$ cat config.mk
export PLATFORM = sky130hd
export DESIGN_NAME = ravens_spike_byte_tx
export DESIGN_NICKNAME = d
export VERILOG_FILES = /design/src/rtl/dvs_ravens_pkg.sv /design/src/rtl/ravens_pkt_fifo.sv /design/src/rtl/ravens_spike_byte_tx.sv
export SDC_FILE = /design/constraint.sdc
export NUM_CORES = 1
export LEC_CHECK = 0
export CAP_MARGIN = 20
export CELL_PAD_IN_SITES_DETAIL_PLACEMENT = 0
export CELL_PAD_IN_SITES_GLOBAL_PLACEMENT = 1
export CORE_UTILIZATION = 47
export DETAILED_ROUTE_END_ITERATION = 8
export PLACE_DENSITY = 0.84
export SLEW_MARGIN = 20
export SYNTH_ARGS = -nofsm -noshare
export SYNTH_HDL_FRONTEND = slang
export SYNTH_HIERARCHICAL = 1
export SYNTH_SLANG_ARGS = --single-unit
export TNS_END_PERCENT = 50
$ cat constraint.sdc
create_clock -name clk -period 5.43 [get_ports clk]
set_input_delay 0.543 -clock clk [delete_from_list [all_inputs] [get_ports clk]]
set_output_delay 0.543 -clock clk [all_outputs]
set_load 0.02 [all_outputs]
$ cat src/rtl/dvs_ravens_pkg.sv
// Shared definitions for the DVS-to-RAVENS datapath.
// Provides the RAVENS spike packet width, the number of bytes per packet on
// the byte link, and the byte-serializer state encoding.
package dvs_ravens_pkg;

  localparam int unsigned RAVENS_PKT_BITS = 32;
  localparam int unsigned RAVENS_TX_BYTES = RAVENS_PKT_BITS / 8;

  typedef enum logic {
    TX_IDLE,
    TX_SEND
  } tx_state_t;

endpackage

$ cat src/rtl/ravens_pkt_fifo.sv
// Synchronous circular-buffer FIFO for RAVENS spike packets.
// Pointers carry an extra wrap bit so full and empty can be told apart
// without a separate counter.
// Ports:
//   clk, rst            clock, async active-high reset (clears pointers)
//   push, push_data     write request and data (ignored when full)
//   pop, pop_data       read request (ignored when empty); pop_data is the head
//   full, empty, count  occupancy status decoded from the pointer registers
module ravens_pkt_fifo #(
  parameter int unsigned WIDTH = 32,
  parameter int unsigned DEPTH = 8
) (
  input  logic                     clk,
  input  logic                     rst,
  input  logic                     push,
  input  logic [WIDTH-1:0]         push_data,
  input  logic                     pop,
  output logic [WIDTH-1:0]         pop_data,
  output logic                     full,
  output logic                     empty,
  output logic [$clog2(DEPTH):0]   count
);

  localparam int unsigned AW = $clog2(DEPTH);
  localparam int unsigned CW = AW + 1;

  logic [WIDTH-1:0] mem [DEPTH];
  logic [CW-1:0]    wr_ptr;
  logic [CW-1:0]    rd_ptr;
  logic             do_push;
  logic             do_pop;

  assign do_push = push && !full;
  assign do_pop  = pop && !empty;

  // Same index with opposite wrap bits means the writer lapped the reader.
  assign empty    = (wr_ptr == rd_ptr);
  assign full     = (wr_ptr[AW] != rd_ptr[AW]) && (wr_ptr[AW-1:0] == rd_ptr[AW-1:0]);
  assign count    = wr_ptr - rd_ptr;
  assign pop_data = mem[rd_ptr[AW-1:0]];

  // Pointer update
  always_ff @(posedge clk or posedge rst) begin
    if (rst) begin
      wr_ptr <= '0;
      rd_ptr <= '0;
    end else begin
      if (do_push) wr_ptr <= wr_ptr + CW'(1);
      if (do_pop)  rd_ptr <= rd_ptr + CW'(1);
    end
  end

  // Storage; contents need no reset since empty masks them
  always_ff @(posedge clk) begin
    if (do_push) mem[wr_ptr[AW-1:0]] <= push_data;
  end

endmodule

$ cat src/rtl/ravens_spike_byte_tx.sv
// RAVENS spike packet byte transmitter.
// Buffers 32-bit spike packets from the converter in a small FIFO and
// serializes each one MSB-first as bytes onto a valid/ready link. Packets
// offered while the FIFO is full are dropped and flagged; the input side
// never waits on the output side.
// Optional build macro: RAVENS_TX_DROP_CNT_EN adds a saturating 16-bit
// drop_count output; overflow then reflects drop_count != 0.
// Ports:
//   clk, rst                     clock, async active-high reset
//   spike_in, spike_in_valid     packet input
//   spike_in_ready               FIFO not full
//   byte_out, byte_out_valid     serialized byte output
//   byte_out_ready               sink accepts byte_out
//   fifo_count                   packets buffered (excludes shift register)
//   overflow                     sticky: a packet has been dropped
//   drop_count                   dropped packets, saturating (macro only)
module ravens_spike_byte_tx
  import dvs_ravens_pkg::*;
#(
  parameter int unsigned FIFO_DEPTH = 8,
  parameter int unsigned BYTE_BITS  = 8
) (
  input  logic                         clk,
  input  logic                         rst,
  input  logic [RAVENS_PKT_BITS-1:0]   spike_in,
  input  logic                         spike_in_valid,
  output logic                         spike_in_ready,
  output logic [BYTE_BITS-1:0]         byte_out,
  output logic                         byte_out_valid,
  input  logic                         byte_out_ready,
  output logic [$clog2(FIFO_DEPTH):0]  fifo_count,
  output logic                         overflow
`ifdef RAVENS_TX_DROP_CNT_EN
  ,
  output logic [15:0]                  drop_count
`endif
);

  localparam int unsigned NUM_BYTES = RAVENS_PKT_BITS / BYTE_BITS;
  localparam int unsigned IDX_W     = (NUM_BYTES > 1) ? $clog2(NUM_BYTES) : 1;
  localparam logic [IDX_W-1:0] LAST_IDX = IDX_W'(NUM_BYTES - 1);

  tx_state_t                  state;
  logic [RAVENS_PKT_BITS-1:0] shreg;
  logic [IDX_W-1:0]           byte_idx;
  logic [RAVENS_PKT_BITS-1:0] fifo_head;
  logic                       fifo_full;
  logic                       fifo_empty;
  logic                       push_c;
  logic                       pop_c;
  logic                       drop_c;
  logic                       last_hs_c;

  // Input handshake depends only on registered FIFO state
  assign spike_in_ready = !fifo_full;
  assign push_c         = spike_in_valid && !fifo_full;
  assign drop_c         = spike_in_valid && fifo_full;

  // Pop on entry from IDLE, or back-to-back on the final byte handshake
  assign last_hs_c = (state == TX_SEND) && byte_out_ready && (byte_idx == LAST_IDX);
  assign pop_c     = !fifo_empty && ((state == TX_IDLE) || last_hs_c);

  assign byte_out = shreg[RAVENS_PKT_BITS-1 -: BYTE_BITS];

  ravens_pkt_fifo #(
    .WIDTH (RAVENS_PKT_BITS),
    .DEPTH (FIFO_DEPTH)
  ) u_fifo (
    .clk       (clk),
    .rst       (rst),
    .push      (push_c),
    .push_data (spike_in),
    .pop       (pop_c),
    .pop_data  (fifo_head),
    .full      (fifo_full),
    .empty     (fifo_empty),
    .count     (fifo_count)
  );

  // Serializer FSM with shift register and registered valid
  always_ff @(posedge clk or posedge rst) begin
    if (rst) begin
      state          <= TX_IDLE;
      shreg          <= '0;
      byte_idx       <= '0;
      byte_out_valid <= 1'b0;
    end else begin
      case (state)
        TX_IDLE: begin
          if (!fifo_empty) begin
            shreg          <= fifo_head;
            byte_idx       <= '0;
            byte_out_valid <= 1'b1;
            state          <= TX_SEND;
          end
        end
        TX_SEND: begin
          if (byte_out_ready) begin
            if (byte_idx == LAST_IDX) begin
              if (!fifo_empty) begin
                shreg    <= fifo_head;
                byte_idx <= '0;
              end else begin
                shreg          <= shreg << BYTE_BITS;
                byte_out_valid <= 1'b0;
                state          <= TX_IDLE;
              end
            end else begin
              shreg    <= shreg << BYTE_BITS;
              byte_idx <= byte_idx + IDX_W'(1);
            end
          end
        end
        default: begin
          state          <= TX_IDLE;
          byte_out_valid <= 1'b0;
        end
      endcase
    end
  end

`ifdef RAVENS_TX_DROP_CNT_EN
  // Saturating drop counter; overflow is derived from it
  always_ff @(posedge clk or posedge rst) begin
    if (rst) begin
      drop_count <= '0;
    end else if (drop_c && (drop_count != 16'hFFFF)) begin
      drop_count <= drop_count + 16'd1;
    end
  end

  assign overflow = (drop_count != 16'd0);
`else
  // Sticky drop flag, cleared only by reset
  always_ff @(posedge clk or posedge rst) begin
    if (rst) begin
      overflow <= 1'b0;
    end else if (drop_c) begin
      overflow <= 1'b1;
    end
  end
`endif

endmodule

==> run metrics <==
post-detail-place hpwl=12.90 mm; Psw=2.378 mW; share of cells above drive strength 1=21.73%; WHS=0.2639 ns; fin crit share=63.51%; fin cells=1094; average routed wire per standard cell=21.07 µm; status=complete, no violations; Logic pwr share=30.8%; Multi-input gate area=3027 µm²; Initial DRT Pass Iterations=5; Worst slew margin=32.57%; Mapped Area=12160 µm²; DR DRC count=0; IO buf count=50; core area=25250 µm²; post-cts resize count=0; I/O pin cnt=51; Sum Neg Setup Slack=0 ns; Clock Skew=0.02485 ns; initial antenna violation count=0; CTS tree=yes; initial core utilization=48.13%; via count=6234; final hold violation count=0; final total power=7.579 mW; internal power=5.201 mW; H-tree depth=1; FF+latch area=8818 µm²; Worst Reg2Reg Path Length in Cells=9; Crit Path Class=flip-flop to primary output; Die Span X=162.8 µm; first-pass GRT wire length=36.95 mm; Placement Rows=58; total CTS buffers=30; largest net degree at the start of global routing=69; vias per std cell=5.698; syn nets=737; DRT iter0 DRCs=497; Worst-path clk slew=0.07 ns; vias in the first global route=6583; worst slew pin tran=1.011 ns; PwrDens=545.7 nW/µm²; top cell type by total area after synthesis=edfxtp_1; Area growth syn-to-layout=14.27%; worst ir drop on vdd=0.6461 mV; highest clock rate=0.2900 GHz; Post-Route WL=23.05 mm; GRT Overall Usage=18.32%; Pleak=4.733 nW; top cell type's share of synthesized area=63.24%; ys async rst share=14.95%; fillers=1970; fin crit period=3.448 ns; postcts setup bufs=0; #FFs+latches synth=301; worst path required time=4.89 ns; Slew Limit Fails=0; CTS root buffer=clkbuf_16; final setup vio count=0; crit end category=primary output; register area share after synthesis=72.51%; startpoint type of the worst setup path=flip-flop; post-synth cell types=39; Post-synth EDFFs=256; Reg power frac=42.9%; Chip Height=162.8 µm; Layout Nets=786; Switching Share=31.38%; Syn Inst Count=693; Ant. Diodes=0; GPL Wtd Cong=0.7908; clock share of power=26.3%; # hold bufs at CTS=0; dpl cells=1040; Main synth FF type=edfxtp_1; max-cap violations=0; die area=26510 µm²; synth top area cells=edfxtp_1 63%, mux4_2 12%, dfrtp_1 9.3%; grt ovf=0; Avg Inst Size Synth=17.54 µm²; Final ANT Viol Nets=0; crit-path max FO=68; clk sink count=301; clk buf depth=3; WP data arrival=2.91 ns; YS warnings=6; Skew-Pair Late Insertion Delay=0.56 ns; RSZ-0062 raised after global routing=no; hold crit path type=input port to asynchronous set/reset pin
[flip-flops by register name (all words and copies together) (netlist names)]
| name | count |
|---|---|
| u_fifo/mem | 256 |
| u_fifo/wr_ptr | 4 |
| shreg | 32 |
| u_fifo/rd_ptr | 4 |
| byte_idx | 2 |
| state | 1 |
| overflow | 1 |
| byte_out_valid | 1 |
[cells by family after synthesis]
logic type | after synthesis | share of synthesized area (%)
compound gates | 70 | 4.653
xor+xnor | 10 | 0.7205
fa+ha+maj | 8 | 0.8852
buf+inv | 62 | 2.964
flops | 301 | 72.51
mux | 66 | 12.04
simple gates | 176 | 6.227
[path summary, 6_finish.rpt]
| check | startpoint | slack (ns) | endpoint |
|---|---|---|---|
| setup / recovery | u_fifo/rd_ptr[1] | 1.98 | fifo_count[1] |
| hold / removal | rst | 0.26 | u_fifo/wr_ptr[2] |
| setup reg to reg | u_fifo/rd_ptr[2] | 2.08 | u_fifo/mem[7][25] |
| hold reg to reg | overflow | 0.46 | overflow |
| max in group asynchronous | rst | 4.64 | shreg[11] |
| min in group clk | overflow | 0.46 | overflow |
[per-stage QoR]
stage          utilization [%]  worst slack, ns  area (µm²)
6_report                 55.00            1.982       13890
5_1_grt                  55.00            1.835       13890
4_1_cts                  55.00            1.919       13890
3_5_place_dp             51.17            2.186       12920
3_3_place_gp             51.17            2.321       12920
2_1_floorplan                -           0.7988       12160
[layout make-up]
| type | count | area share, % |
|---|---|---|
| Clock buffer | 32 | 5.459 |
| Clock inverter | 22 | 1.495 |
| Inverter | 14 | 0.3783 |
| Multi-Input combinational cell | 330 | 21.79 |
| Sequential cell | 301 | 63.49 |
| Timing Repair Buffer | 65 | 4.414 |
| Tap cell | 330 | 2.973 |
[cell usage in the layout, fill, tap and decap left out, types with 3 or more instances in the layout]
master / synthesis / routed
clkdlybuf4s50_1: 0 / 50
buf_4: 11 / 15
nand3_1: 26 / 26
nor2_1: 9 / 7
xnor2_1: 6 / 6
ha_1: 7 / 7
dfrtp_1: 45 / 43
clkbuf_16: 0 / 30
nor3_1: 28 / 24
xor2_1: 4 / 4
nor2_2: 2 / 3
o21ai_0: 25 / 25
a31oi_2: 20 / 20
a22o_1: 8 / 8
clkinv_2: 0 / 11
clkinv_1: 1 / 5
a31oi_1: 5 / 5
bufinv_16: 0 / 3
nand2_1: 103 / 103
nor3_2: 0 / 4
edfxtp_1: 256 / 256
mux4_2: 64 / 64
inv_1: 12 / 12
[synthesized netlist by cell type, types with 2 or more instances]
cell and number:
a21o_1 2, a21oi_1 2, a22o_1 8, a31oi_1 5
a31oi_2 20, buf_1 6, buf_2 9, buf_4 11
buf_6 10, clkbuf_1 12, dfrtp_1 45, edfxtp_1 256
ha_1 7, inv_1 12, mux2_2 2, mux4_2 64
nand2_1 103, nand2b_1 2, nand3_1 26, nor2_1 9
nor2_2 2, nor2b_1 2, nor3_1 28, o211ai_1 2
o21ai_0 25, o21ai_1 2, xnor2_1 6, xor2_1 4
[worst max-delay path: stages, from the launching register on]
cell	delay, ns
dfrtp_2	0.36
buf_4	0.77
fa_1	0.56
inv_1	0.06
clkdlybuf4s50_1	0.59
[power by group through the flow]
| stage | Combinational, mW | Clock [mW] | Sequential [mW] |
|---|---|---|---|
| 2_1_floorplan | 1.78 | 0 | 3.20 |
| 3_3_place_gp | 2.31 | 0 | 3.27 |
| 3_5_place_dp | 2.36 | 0 | 3.30 |
| 4_1_cts | 2.37 | 2.03 | 3.26 |
| 5_1_grt | 2.55 | 2.13 | 3.30 |
| 6_report | 2.33 | 1.99 | 3.25 |
[per-layer routing]
metal | vias to the layer above | global-route usage [%] | wire length, µm
met5 | - | 0 | 0
li1 | 2779 | - | -
met2 | 154 | 31.53 | 11790
met3 | 24 | 2.165 | 1138
met1 | 3277 | 24.73 | 9728
met4 | 0 | 5.055 | 395
(Power assumes the default switching activity.)
